--- config.mk ---
export PLATFORM = sky130hd
export DESIGN_NAME = fetch_queue
export DESIGN_NICKNAME = d
export VERILOG_FILES = /design/src/rtl/fetch_queue.sv
export SDC_FILE = /design/constraint.sdc
export NUM_CORES = 1
export LEC_CHECK = 0
export ABC_AREA = 0
export BUFFER_PORTS_ARGS = -buffer_cell sky130_fd_sc_hd__buf_2
export CAP_MARGIN = 20
export CORE_AREA = 2 2 96 98
export CTS_CLUSTER_DIAMETER = 40
export DETAILED_ROUTE_END_ITERATION = 7
export DIE_AREA = 0 0 98 100
export GPL_TIMING_DRIVEN = 0
export PLACE_DENSITY = 0.75
export SLEW_MARGIN = 25
export SYNTH_ARGS = -nofsm -noshare
export SYNTH_HDL_FRONTEND = slang
export SYNTH_SLANG_ARGS = --single-unit
--- constraint.sdc ---
create_clock -name clk -period 4.4 [get_ports clk]
set_input_delay 0.88 -clock clk [delete_from_list [all_inputs] [get_ports clk]]
set_output_delay 0.88 -clock clk [all_outputs]
set_load 0.05 [all_outputs]
--- src/rtl/fetch_queue.sv ---
// Instruction fetch front end: issues PCs to a synchronous-read ROM and buffers the returned
// words with their PCs in a small FIFO, using credit-based issue so the FIFO can never overflow.
module fetch_queue #(
    parameter int unsigned ADDR_W = 8,
    parameter int unsigned INST_W = 16,
    parameter int unsigned DEPTH  = 4
) (
    input  logic                         clk,
    input  logic                         rst,
    output logic [ADDR_W-1:0]            imem_addr,
    input  logic [INST_W-1:0]            imem_data,
    input  logic                         redirect,
    input  logic [ADDR_W-1:0]            redirect_addr,
    output logic                         inst_valid,
    output logic [INST_W-1:0]            inst,
    output logic [ADDR_W-1:0]            inst_pc,
    input  logic                         inst_ready,
    output logic [$clog2(DEPTH+1)-1:0]   count
);

    localparam int unsigned PTR_W = $clog2(DEPTH);
    localparam int unsigned CNT_W = $clog2(DEPTH + 1);

    logic [ADDR_W-1:0] pc_q, pc_d;
    logic              pending_q, pending_d;
    logic [ADDR_W-1:0] pend_pc_q, pend_pc_d;
    logic [PTR_W-1:0]  rd_ptr_q, rd_ptr_d;
    logic [PTR_W-1:0]  wr_ptr_q, wr_ptr_d;
    logic [CNT_W-1:0]  count_q, count_d;

    logic [INST_W-1:0] inst_mem_q [DEPTH];
    logic [ADDR_W-1:0] pc_mem_q   [DEPTH];

    logic [CNT_W:0]    occupancy;
    logic              issue;
    logic              enq;
    logic              pop;

    // Credit counts the in-flight read but deliberately ignores a same-cycle pop.
    always_comb begin
        occupancy = {1'b0, count_q} + {{CNT_W{1'b0}}, pending_q};
        issue     = !redirect && (occupancy < (CNT_W + 1)'(DEPTH));
        enq       = pending_q && !redirect;
        pop       = inst_valid && inst_ready && !redirect;
    end

    always_comb begin
        pc_d      = pc_q;
        pending_d = 1'b0;
        pend_pc_d = pend_pc_q;
        rd_ptr_d  = rd_ptr_q;
        wr_ptr_d  = wr_ptr_q;
        count_d   = count_q;
        if (redirect) begin
            pc_d     = redirect_addr;
            rd_ptr_d = '0;
            wr_ptr_d = '0;
            count_d  = '0;
        end else begin
            if (issue) begin
                pc_d      = pc_q + ADDR_W'(1);
                pending_d = 1'b1;
                pend_pc_d = pc_q;
            end
            if (enq) begin
                wr_ptr_d = wr_ptr_q + PTR_W'(1);
            end
            if (pop) begin
                rd_ptr_d = rd_ptr_q + PTR_W'(1);
            end
            count_d = count_q + CNT_W'(enq) - CNT_W'(pop);
        end
    end

    always_ff @(posedge clk) begin
        if (rst) begin
            pc_q      <= '0;
            pending_q <= 1'b0;
            pend_pc_q <= '0;
            rd_ptr_q  <= '0;
            wr_ptr_q  <= '0;
            count_q   <= '0;
        end else begin
            pc_q      <= pc_d;
            pending_q <= pending_d;
            pend_pc_q <= pend_pc_d;
            rd_ptr_q  <= rd_ptr_d;
            wr_ptr_q  <= wr_ptr_d;
            count_q   <= count_d;
        end
    end

    // Storage needs no reset; occupancy alone decides what is valid.
    always_ff @(posedge clk) begin
        if (enq && !rst) begin
            inst_mem_q[wr_ptr_q] <= imem_data;
            pc_mem_q[wr_ptr_q]   <= pend_pc_q;
        end
    end

    assign imem_addr  = pc_q;
    assign inst_valid = (count_q != '0);
    assign inst       = inst_mem_q[rd_ptr_q];
    assign inst_pc    = pc_mem_q[rd_ptr_q];
    assign count      = count_q;

endmodule

==> results.yml <==
cells_and_area:
  synthToLayoutAreaGrowth_pct: 21.7
  final_common_cell: "edfxtp_1"
  drive_above_1_share_pct: 35.4
  finalNetCount: 386
  final_cell_mix: "96 x edfxtp_1, 65 x buf_2, 26 x dfxtp_1, 24 x mux4_2, 16 x clkbuf_16"
  fin_cells: 473
  antenna_cells: 0
  post-route-cell-area_sq_um: 5720
setup_path:
  crit_family: "buffers and inverters"
  path_depth: 4
  slowest_delay_ns: 0.57
  crit_buf_inv: 3
  crit_path_frequent_cell: "buf_2"
  r2r_cells: 8
  start_kind: "register"
  crit_end: "inst[4]"
  crit_path_cell_trace: "clkbuf_1 > buf_2 > mux4_2 > buf_2"
  rr_endpoint: "count[2]$_SDFF_PP0_"
  critical_path_arrival_ns: 2.35
  worstPathMaxFanout: 10
  cp.required_ns: 3.52
  worstReg2RegStart: "count[1]$_SDFF_PP0_"
  end_kind: "primary output"
  r2r_slack_ns: 2.19
  critical_path.slowest_cell: "mux4_2"
  crit_type: "reg2out"
clock_tree:
  cts_setup_buffers: 0
  clkTransAtPathRegs_ns: 0.06
  numCtsBuffers: 17
  htreeDepth: 4
  insertion_delay_ns: 0.51
  clk_path_buf_depth: 2
  cts_resized: 0
  hold_buffers: 0
  cts.sinks: 122
  cts_tree: "built"
  cts-root-buf: "clkbuf_8"
synthesis:
  ys_warn_count: 0
  synth_edf_count: 96
  netlist_instances: 268
  ys_seq_elements: 122
  yosysUniqueCellTypes: 34
  ys_seq_area_share_pct: 72.4
  ys.flop_type: "edfxtp_1"
  synthArstFlopShare_pct: 0
  syn_nets: 305
  syn_area_sq_um: 4700
  avgSynthCellArea_sq_um: 17.5
pwr:
  p_leak_uw: 0.00204
  powerDensity_nw_per_um2: 468
  combPwrFrac_pct: 4.3
  p_switching_uw: 582
  internal-power_uw: 2100
  p_seq_share_pct: 47.5
  irDropWorstVdd_uv: 276
  swShare_pct: 21.7
  p_clk_share_pct: 48.3
global_route:
  grtUsageTotal_pct: 17.8
  antenna_found_initial: 0
  grt.overflow.total: 0
  grt_max_degree: 25
  grt_pass1_vias: 2593
  grt_pass1_wl_um: 13000
detailed_routing:
  postRouteWirelength_um: 8110
  post-route-drc-count: 0
  drt_iter0_drc: 110
  via_per_inst: 5.46
  route.vias.total: 2584
  ant_nets: 0
  avgRoutedWirePerCell_um: 17.2
  dr.pass1.iters: 4
sta:
  max_freq_mhz: 310
  min_period_over_period_pct: 73.4
  worst_pin_slew_ns: 0.637
  slew_headroom_pct: 57.5
  grt_setup_unrepaired: "false"
  setup_viol: 0
  min_period_ns: 3.23
  fin_skew_ns: 0.0104
  fin_tns_setup_ns: 0
  finalHoldViolCount: 0
  maxSlewViolCount: 0
outcome:
  run_status: "finished clean"
place:
  portBuffers: 62
  placed_cell_area_sq_um: 5160
  dp_cells: 441
  place.detailed.hpwl_um: 5060
  routabilityCongestion: 0.756
floorplan:
  die_h_um: 100
  pin_count: 64
  die_x_um: 98
  core_sq_um: 8890
  start_util_pct: 52.9
  rows: 35
  dieArea_sq_um: 9800
hold_path:
  min_path_type: "reg2reg"
flow_run:
  drv_cap: 0
[cell families after synthesis]
family | Yosys count | synth area share [%]
DFF | 122 | 72.4
and+or+nand+nor | 51 | 5.56
AOI/OAI and AO/OA | 31 | 4.18
muxes | 27 | 12.2
buffers and inverters | 23 | 2.24
adders and majority gates | 9 | 2.55
xor gates and xnor gates | 5 | 0.931
[power by group through the flow]
stage	Sequential [uW]	Clock (uW)	Combinational, uW
after floorplan	1310	0	56.3
after global placement	1300	0	113
after detailed placement	1300	0	115
after CTS	1270	1320	116
after global routing	1270	1360	124
final	1270	1290	115
[metrics by stage]
stage / setup WS [ns] / hold WS (ns) / total power (uW) / util, %
floorplan: 1.78 / 0.454 / 1370 / -
global placement: 1.50 / 0.469 / 1410 / 57.9
detailed placement: 1.54 / 0.488 / 1410 / 58.0
CTS: 1.09 / 0.498 / 2710 / 64.4
global route: 0.948 / 0.520 / 2760 / 64.4
finish: 1.17 / 0.486 / 2680 / 64.4
[worst min path at each step]
stage,start,endpoint,depth (start not counted)
3_5_place_dp,pend_pc_q[0]$_SDFFE_PP0P_,pc_mem_q[1][0]$_DFFE_PP_,0
5_1_grt,pend_pc_q[6]$_SDFFE_PP0P_,pc_mem_q[0][6]$_DFFE_PP_,0
2_1_floorplan,pend_pc_q[0]$_SDFFE_PP0P_,pc_mem_q[0][0]$_DFFE_PP_,0
6_report,pend_pc_q[0]$_SDFFE_PP0P_,pc_mem_q[0][0]$_DFFE_PP_,0
3_3_place_gp,pend_pc_q[6]$_SDFFE_PP0P_,pc_mem_q[2][6]$_DFFE_PP_,0
4_1_cts,pend_pc_q[0]$_SDFFE_PP0P_,pc_mem_q[0][0]$_DFFE_PP_,0
[synth_stat cells, types with 3 or more instances]
cell type   n  area (sq um)
edfxtp_1   96          2880
dfxtp_1    26           521
mux4_2     24           541
nor2_1     15          56.3
nand3_1    11          55.1
clkbuf_1   10          37.5
o21ai_0    10          50.1
a21oi_1     8          40.0
ha_1        8           100
inv_1       7          26.3
nand2_1     7          26.3
a311oi_1    5          43.8
and3_1      5          31.3
xnor2_1     4          35.0
and2_1      3          18.8
buf_2       3          15.0
or3_1       3          18.8
[cell type report]
type,instances,area (sq um)
Multi-Input combinational cell,123,1200
Timing Repair Buffer,62,310
Clock buffer,18,418
Buffer,16,78.8
Inverter,7,26.3
Tap cell,111,139
Clock inverter,14,150
Fill cell,628,3170
Sequential cell,122,3400
[worst register-to-register path, stage by stage, from the launching register on]
cell and delay (ns):
dfxtp_1 0.35, or3_1 0.42, and3_1 0.23, ha_1 0.27, inv_1 0.04, ha_1 0.18, fa_1 0.39, xor2_1 0.16
nor2_1 0.05
[sequential cells by signal, summed over array words and instances, names as in the netlist, named ones only]
signal      flops
rd_ptr_q        2
count           3
imem_addr       8
inst_mem_q     64
pending_q       1
pend_pc_q       8
pc_mem_q       32
wr_ptr_q        2
[routing by layer]
metal	GRT usage, %	vias up	part of all wire, %
met2	28.8	76	49
li1	-	1226	-
met1	22.3	1274	44
met3	5.29	8	5.1
met5	0	-	0
met4	8.65	0	1.0
(Power assumes the default switching activity.)
